### src/rtl/memory_pkg.sv
// Shared data-memory constants, read-return FSM states and the memory command payload.
package memory_pkg;

   localparam int unsigned DATA_MEM_SIZE_BYTES  = 4096;
   localparam int unsigned DATA_MEM_SIZE_WORDS  = DATA_MEM_SIZE_BYTES / 4;
   localparam int unsigned STARVE_LIMIT_DEFAULT = 4;

   localparam int unsigned ADDR_W = 32;
   localparam int unsigned DATA_W = 32;
   localparam int unsigned BE_W   = 4;

   typedef enum logic [1:0] {
      IDLE  = 2'd0,
      RD_M0 = 2'd1,
      RD_M1 = 2'd2
   } rd_state_e;

   typedef struct packed {
      logic              we;
      logic [BE_W-1:0]   be;
      logic [ADDR_W-1:0] addr;
      logic [DATA_W-1:0] wdata;
   } mem_cmd_t;

endpackage

### src/rtl/data_mem_arbiter.sv
// Two-master data memory arbiter: M0 priority with bounded M1 starvation,
// combinational grant and one-cycle read return routed back to the requester.
module data_mem_arbiter
   import memory_pkg::*;
#(
   parameter int unsigned STARVE_LIMIT = STARVE_LIMIT_DEFAULT
) (
   input  logic              clk_i,
   input  logic              rst_i,

   input  logic              m0_req_i,
   input  logic              m0_we_i,
   input  logic [BE_W-1:0]   m0_be_i,
   input  logic [ADDR_W-1:0] m0_addr_i,
   input  logic [DATA_W-1:0] m0_wdata_i,
   output logic              m0_gnt_o,
   output logic              m0_rvalid_o,
   output logic [DATA_W-1:0] m0_rdata_o,

   input  logic              m1_req_i,
   input  logic              m1_we_i,
   input  logic [BE_W-1:0]   m1_be_i,
   input  logic [ADDR_W-1:0] m1_addr_i,
   input  logic [DATA_W-1:0] m1_wdata_i,
   output logic              m1_gnt_o,
   output logic              m1_rvalid_o,
   output logic [DATA_W-1:0] m1_rdata_o,

   output logic              mem_req_o,
   output logic              mem_we_o,
   output logic [BE_W-1:0]   mem_be_o,
   output logic [ADDR_W-1:0] mem_addr_o,
   output logic [DATA_W-1:0] mem_wdata_o,
   input  logic [DATA_W-1:0] mem_rdata_i,
   input  logic              mem_ready_i
);

   localparam int unsigned CNT_W = (STARVE_LIMIT < 1) ? 1 : $clog2(STARVE_LIMIT + 1);

   rd_state_e         state_q;
   logic [CNT_W-1:0]  starve_cnt_q;
   logic [DATA_W-1:0] m0_rdata_q;
   logic [DATA_W-1:0] m1_rdata_q;

   logic     accept_ok;
   logic     both_req;
   logic     m1_forced;
   logic     gnt0;
   logic     gnt1;
   mem_cmd_t m0_cmd;
   mem_cmd_t m1_cmd;
   mem_cmd_t mem_cmd;

   // Arbitration: M0 wins contention unless M1 has been starved STARVE_LIMIT times.
   always_comb begin
      accept_ok = 1'b0;
      both_req  = 1'b0;
      m1_forced = 1'b0;
      gnt0      = 1'b0;
      gnt1      = 1'b0;
      accept_ok = mem_ready_i & ~rst_i;
      both_req  = m0_req_i & m1_req_i;
      m1_forced = both_req & (starve_cnt_q == CNT_W'(STARVE_LIMIT));
      gnt0      = accept_ok & m0_req_i & ~m1_forced;
      gnt1      = accept_ok & m1_req_i & (~m0_req_i | m1_forced);
   end

   assign m0_cmd = '{we: m0_we_i, be: m0_be_i, addr: m0_addr_i, wdata: m0_wdata_i};
   assign m1_cmd = '{we: m1_we_i, be: m1_be_i, addr: m1_addr_i, wdata: m1_wdata_i};

   // Memory-side mux: granted master's command, all zero when idle.
   always_comb begin
      mem_cmd = '0;
      if (gnt0) begin
         mem_cmd = m0_cmd;
      end else if (gnt1) begin
         mem_cmd = m1_cmd;
      end
   end

   assign m0_gnt_o    = gnt0;
   assign m1_gnt_o    = gnt1;
   assign mem_req_o   = gnt0 | gnt1;
   assign mem_we_o    = mem_cmd.we;
   assign mem_be_o    = mem_cmd.be;
   assign mem_addr_o  = mem_cmd.addr;
   assign mem_wdata_o = mem_cmd.wdata;

   // Return path: data passes straight through in the rvalid cycle, then is held.
   assign m0_rvalid_o = (state_q == RD_M0) & ~rst_i;
   assign m1_rvalid_o = (state_q == RD_M1) & ~rst_i;
   assign m0_rdata_o  = m0_rvalid_o ? mem_rdata_i : m0_rdata_q;
   assign m1_rdata_o  = m1_rvalid_o ? mem_rdata_i : m1_rdata_q;

   // Read-return FSM and per-master rdata capture; every state re-decides each cycle.
   always_ff @(posedge clk_i) begin
      if (rst_i) begin
         state_q    <= IDLE;
         m0_rdata_q <= '0;
         m1_rdata_q <= '0;
      end else begin
         if (gnt0 && !m0_we_i) begin
            state_q <= RD_M0;
         end else if (gnt1 && !m1_we_i) begin
            state_q <= RD_M1;
         end else begin
            state_q <= IDLE;
         end
         if (state_q == RD_M0) begin
            m0_rdata_q <= mem_rdata_i;
         end
         if (state_q == RD_M1) begin
            m1_rdata_q <= mem_rdata_i;
         end
      end
   end

   // Starvation counter: counts contended M0 wins, saturating, cleared by any M1 grant.
   always_ff @(posedge clk_i) begin
      if (rst_i) begin
         starve_cnt_q <= '0;
      end else if (gnt1) begin
         starve_cnt_q <= '0;
      end else if (gnt0 && both_req && (starve_cnt_q < CNT_W'(STARVE_LIMIT))) begin
         starve_cnt_q <= starve_cnt_q + CNT_W'(1);
      end
   end

endmodule
### config.mk
export PLATFORM = sky130hd
export DESIGN_NAME = data_mem_arbiter
export DESIGN_NICKNAME = d
export VERILOG_FILES = /design/src/rtl/memory_pkg.sv /design/src/rtl/data_mem_arbiter.sv
export SDC_FILE = /design/constraint.sdc
export NUM_CORES = 1
export LEC_CHECK = 0
export BUFFER_PORTS_ARGS = -buffer_cell sky130_fd_sc_hd__buf_4
export CAP_MARGIN = 20
export CELL_PAD_IN_SITES_DETAIL_PLACEMENT = 1
export CELL_PAD_IN_SITES_GLOBAL_PLACEMENT = 2
export CORE_MARGIN = 3
export CORE_UTILIZATION = 21
export DETAILED_ROUTE_END_ITERATION = 10
export PLACE_DENSITY_LB_ADDON = 0.05
export SLEW_MARGIN = 10
export SYNTH_ARGS = -nofsm -noshare
export SYNTH_HDL_FRONTEND = slang
export SYNTH_SLANG_ARGS = --single-unit
### constraint.sdc
create_clock -name clk_i -period 1.8 [get_ports clk_i]
set_input_delay 0.09 -clock clk_i [delete_from_list [all_inputs] [get_ports clk_i]]
set_output_delay 0.09 -clock clk_i [all_outputs]
set_load 0.02 [all_outputs]
== Word-level counts from Yosys, hierarchy flattened ==
Cells that the tools add are included.
Storage, ports and cells
  output and inout bits: 138
  logic and storage cells: 38
  bits in latches: 0
  memory bits (read-only): 0
  register bits: 69
  memory bits (writable): 0
  input port bits: 175
  memories: 0
Cells by class
  bitwise operators: 14
  reduce and logical (&&, ||, !) cells: 8
  order comparisons: 1
  $add $sub $neg: 1
  divide/modulo/power cells: 0
  shift operators: 0
  $mul: 0
  eq/ne operators: 3
  mux-type cells: 6
Operators by type and width (number)
  $mux 69: 2
  $mux 32: 2
  $and 1x1->1: 9
  $logic_and 1x1->1: 4
  $reduce_or 2->1: 2
  $add 3x1->3 const B: 1
  $eq 3x3->1 const B: 1
  $lt 3x3->1 const B: 1
  $not 1->1: 3
  $eq 2x1->1 const B: 1
  $eq 2x2->1 const B: 1
  $logic_not 1->1: 2
  $mux 2: 1
  $or 1x1->1: 2
  $mux 1: 1

== Depth between registers and ports, before layout ==
  word-level depth: 7
  gate-level depth with buffers: 7
  mapped depth without buffers: 5

== Least setup slack after synthesis ==
OpenSTA, ideal clock, no wires.
  path type: register to output
  from: register starve_cnt_q[0]
  to: output mem_addr_o[15]
  arrival: 1.360 ns
  stages on the path, launching flop included: 8
  data required time: 1.710 ns
  path slack: 0.350 ns
  path buffers: 2
  cell sequence: dfxtp_1 -> inv_1 -> ha_1 -> nand3_1 -> and3_1 -> buf_6 -> buf_6 -> a22o_1
On the way
  elaborated cells between the ends (all ways): 8
  classes of those cells: eq/ne (1); mux (2); bitwise (5)
RTL lines
  start, declared: RTL line data_mem_arbiter.sv:41  | logic [CNT_W-1:0] starve_cnt_q;
  start signal, assigned: RTL line data_mem_arbiter.sv:125  | starve_cnt_q <= starve_cnt_q + CNT_W'(1);
  $eq 3x3->1: RTL line data_mem_arbiter.sv:63  | m1_forced = both_req & (starve_cnt_q == CNT_W'(STARVE_LIMIT));
  $and 1x1->1: RTL line data_mem_arbiter.sv:63
  $not 1->1: RTL line data_mem_arbiter.sv:64  | gnt0 = accept_ok & m0_req_i & ~m1_forced;
  $and 1x1->1: RTL line data_mem_arbiter.sv:64
  via m0_gnt_o: RTL line data_mem_arbiter.sv:16  | output logic m0_gnt_o,
  $mux 69: RTL line data_mem_arbiter.sv:74  | if (gnt0) begin
  end, declared: RTL line data_mem_arbiter.sv:32  | output logic [ADDR_W-1:0] mem_addr_o,
The timed path passes the listed nets, and every way through them passes these cells.

== Final worst setup path ==
  from: register starve_cnt_q[0]
  to: output mem_wdata_o[3]
On the way
  cells in the longest elaborated chain, start to end: 6
  elaborated cells between the ends (all ways): 8
  classes of those cells: eq/ne (1); mux (2); bitwise (5)
Ends and longest elaborated chain
  $eq 3x3->1 (*): RTL line data_mem_arbiter.sv:63
  $and 1x1->1 (*): RTL line data_mem_arbiter.sv:63
  $or 1x1->1: RTL line data_mem_arbiter.sv:65  | gnt1 = accept_ok & m1_req_i & (~m0_req_i | m1_forced);
  $and 1x1->1: RTL line data_mem_arbiter.sv:65
  $mux 69: RTL line data_mem_arbiter.sv:76  | end else if (gnt1) begin
  $mux 69 (*): RTL line data_mem_arbiter.sv:74
  end, declared: RTL line data_mem_arbiter.sv:33  | output logic [DATA_W-1:0] mem_wdata_o,
Every way passes the cells marked *; elsewhere a longest branch is shown, timed or not.

==> impl_results.md <==
* YS warnings at 0
* Row count at 48
* GRT Util Overall at 0.204
* Layout Nets at between 800 and 900
* Worst setup EP type: output pin
* Initial DRC Count at 98
* Slew Viols, Final at 0
* Via count at 4356
* Synth Area per Inst at 11.3 sq um
* Violated checks: negative setup slack
* Cell total after placement at 843
* Number of max-cap violations at 0
* # DRC at 0
* Post-Synthesis Cells at approximately 330
* Vias in the first global route at around 4800
* Worst r2r dst: m1_rdata_q[5]
* Reg-to-Reg Start: state_q[1]
* Die width at 140 um
* Cells on Worst Hold Path at 2
* Synth-to-Final Area Change at 118%
* Avg WL per Cell at 23.9 um
* Clk pin slew, worst setup/hold paths at 0.05 ns
* FMAX at 0.533 GHz
* Hold EP: m1_rdata_q[1]
* R2R Setup Slk at 0.18 ns
* Clock skew at roughly 0.0041 ns
* Largest net degree at the start of global routing at 33
* Clock share of power at 0.392
* RSZ-0062 raised after global routing: true
* CTS sink count at 69
* Total grt overflow at 0
* Num ports at 313
* Pre-antenna DRT Iters at 4
* Worst Reg-to-Reg Cells at 3
* Pint at 0.00332 W
* Fin crit period at around 1.9 ns
* Period utilization at 1.04
* Max clock buf depth at 2
* Sum of negative setup slack at -3.45 ns
* Synth Net Count at between 500 and 600
* Initial antenna violation count at 0
* Top-count cell post-synth: a22o_1
* Ranking of synthesized cells by area: dfxtp_1 37%, a22o_1 31%, mux2_1 10%
* Port buffer count at 312
* Lkg Pwr at 3.78 nW
* Final WL at ~22000 um
* CP required at 1.71 ns
* Total Power at 0.00445 W
* Hold Crit Class: in -> reg
* Post-synth top cells: 134 x a22o_1, 69 x dfxtp_1, 34 x mux2_1, 31 x mux2_2, 18 x buf_2
* Design area at 8170 sq um
* Post-Route Utilization at 0.469
* Cell accounting for the most synthesized area: dfxtp_1
* Vias per cell at 4.83
* Top_reg_cell synth: dfxtp_1
* Slew margin rel. at 0.313
* Antenna cells at 0
* Worst setup path class: reg -> out
* DP Area at 6310 sq um
* Core box area at 17400 sq um
* Sequential element share of the synthesized area at 0.368
* CP Data Arrival Time at roughly 1.8 ns
* Post-route insts no fill at approximately 900
* Worst setup margin at -0.0747 ns
* DP HPWL at 14300 um
* Clock Latency Late Sink at 0.32 ns
* H-tree depth at 3
* Flop pwr share at 0.353
* Post-synth top area share at 0.368
* Crit path max fanout at 7
* Comb pwr share at 0.254
* Final ANT Viol Nets at 0
* Power Density at 544 nW/um^2
* Async S/R FF share, synth at 0
* Num CTS Buffers at 9
* CTS tree: built
* Setup violations, final at 84
* Final Hold Vio Count at 0
* First-pass GRT wire length at 30600 um
* Net switching power at 0.00112 W
* Initial Util at 0.215
* DIE AREA at 19500 sq um
* Die Span Y at between 100 and 150 um
* Mapped cell area at 3750 sq um
* Slew at the pin closest to its max-slew limit at 1.03 ns
* Min-delay src: mem_rdata_i[1]
* Routability-driven placement congestion ratio at 0.830
* Fill count at 1863
* Clk root buf: clkbuf_16
* Worst VDD drop at 0.314 mV
* Share of layout cells above drive strength 1 at 0.678
* Synth unique cells at 26
* Post-synthesis register bit count at 69
* Status: complete, but fails checks
* Post-synth EDFFs at 0
* Switch share at 0.252
* Crit start category: flop
-- state kept, by name, indices dropped and copies added, names as in the netlist --
signal and flops:
starve_cnt_q 3, state_q 2, m1_rdata_q 32, m0_rdata_q 32
-- layout by cell type, fill, tap and decap left out, types with 4 or more instances in the layout --
| master | netlist | layout |
|---|---|---|
| buf_4 | 4 | 189 |
| buf_6 | 12 | 143 |
| a22o_1 | 134 | 130 |
| dfxtp_1 | 69 | 65 |
| mux2_4 | 0 | 64 |
| clkbuf_16 | 0 | 16 |
| buf_12 | 0 | 9 |
| dlygate4sd3_1 | 0 | 8 |
| buf_16 | 0 | 7 |
| nor2b_1 | 4 | 4 |
| a22o_4 | 0 | 4 |
-- critical path, stage by stage, from the launching register on --
cell and delay, ns:
dfxtp_2 0.32, inv_2 0.06, ha_4 0.14, nand3_2 0.07
and3_4 0.20, buf_12 0.15, buf_16 0.14, a22o_1 0.24
buf_6 0.13
-- final cells by class --
type | instances | area, sq um | share of cell area
Timing Repair Buffer | 367 | 3770 | 0.461
Multi-Input combinational cell | 223 | 2420 | 0.297
Sequential cell | 69 | 1390 | 0.170
Tap cell | 225 | 282 | 0.0345
Clock buffer | 11 | 253 | 0.0309
Clock inverter | 2 | 35.0 | 0.00429
Inverter | 4 | 17.5 | 0.00214
-- through the flow --
step / hold slack [ns] / setup slack, ns
4_1_cts: 0.0000121 / -0.109
6_report: 0.0139 / -0.0747
5_1_grt: 0.00348 / -0.148
3_5_place_dp: 0.284 / 0.127
2_1_floorplan: 0.162 / 0.350
3_3_place_gp: 0.286 / 0.145
-- power groups by stage --
stage	Clock [W]	Combinational (W)	Sequential (W)
after floorplan	0	0.000350	0.00160
after global placement	0	0.000907	0.00160
after detailed placement	0	0.000917	0.00160
after CTS	0.00179	0.00109	0.00157
after global routing	0.00186	0.00119	0.00157
final	0.00174	0.00113	0.00157
-- metal layers --
layer / GRT usage / up-vias / part of all wire
met2: 0.365 / 189 / 0.52
met4: 0.0801 / 0 / 0.036
met5: 0 / - / 0
met1: 0.228 / 2124 / 0.37
met3: 0.0601 / 32 / 0.068
li1: - / 2011 / -
-- cells by family after synthesis --
kind of cell | Yosys count | share of synthesized area
simple gates | 15 | 0.0294
compound gates | 141 | 0.326
flops | 69 | 0.368
buf+inv | 40 | 0.0741
fa+ha+maj | 2 | 0.00667
mux | 65 | 0.195
-- how the worst max path moves through the flow --
stage,startpoint,end,slack (ns)
detailed placement,starve_cnt_q[0],mem_addr_o[14],0.13
floorplan,starve_cnt_q[0],mem_addr_o[15],0.35
global placement,starve_cnt_q[0],mem_addr_o[30],0.15
finish,starve_cnt_q[0],mem_wdata_o[3],-0.07
CTS,state_q[1],m1_rdata_o[22],-0.11
global route,starve_cnt_q[0],mem_wdata_o[1],-0.15
-- what timing repair did --
item | 4_1_cts | 5_1_grt
cloned | 12 | 8
pin swaps | 68 | 14
buffers inserted | 20 | 3
hold buffers | 8 | 0
resized for setup | 168 | 77
endpoints found under the setup margin | 132 | 134
endpoints found under the hold margin | 8 | 0
No activity file was read; power rests on OpenSTA's default activity.
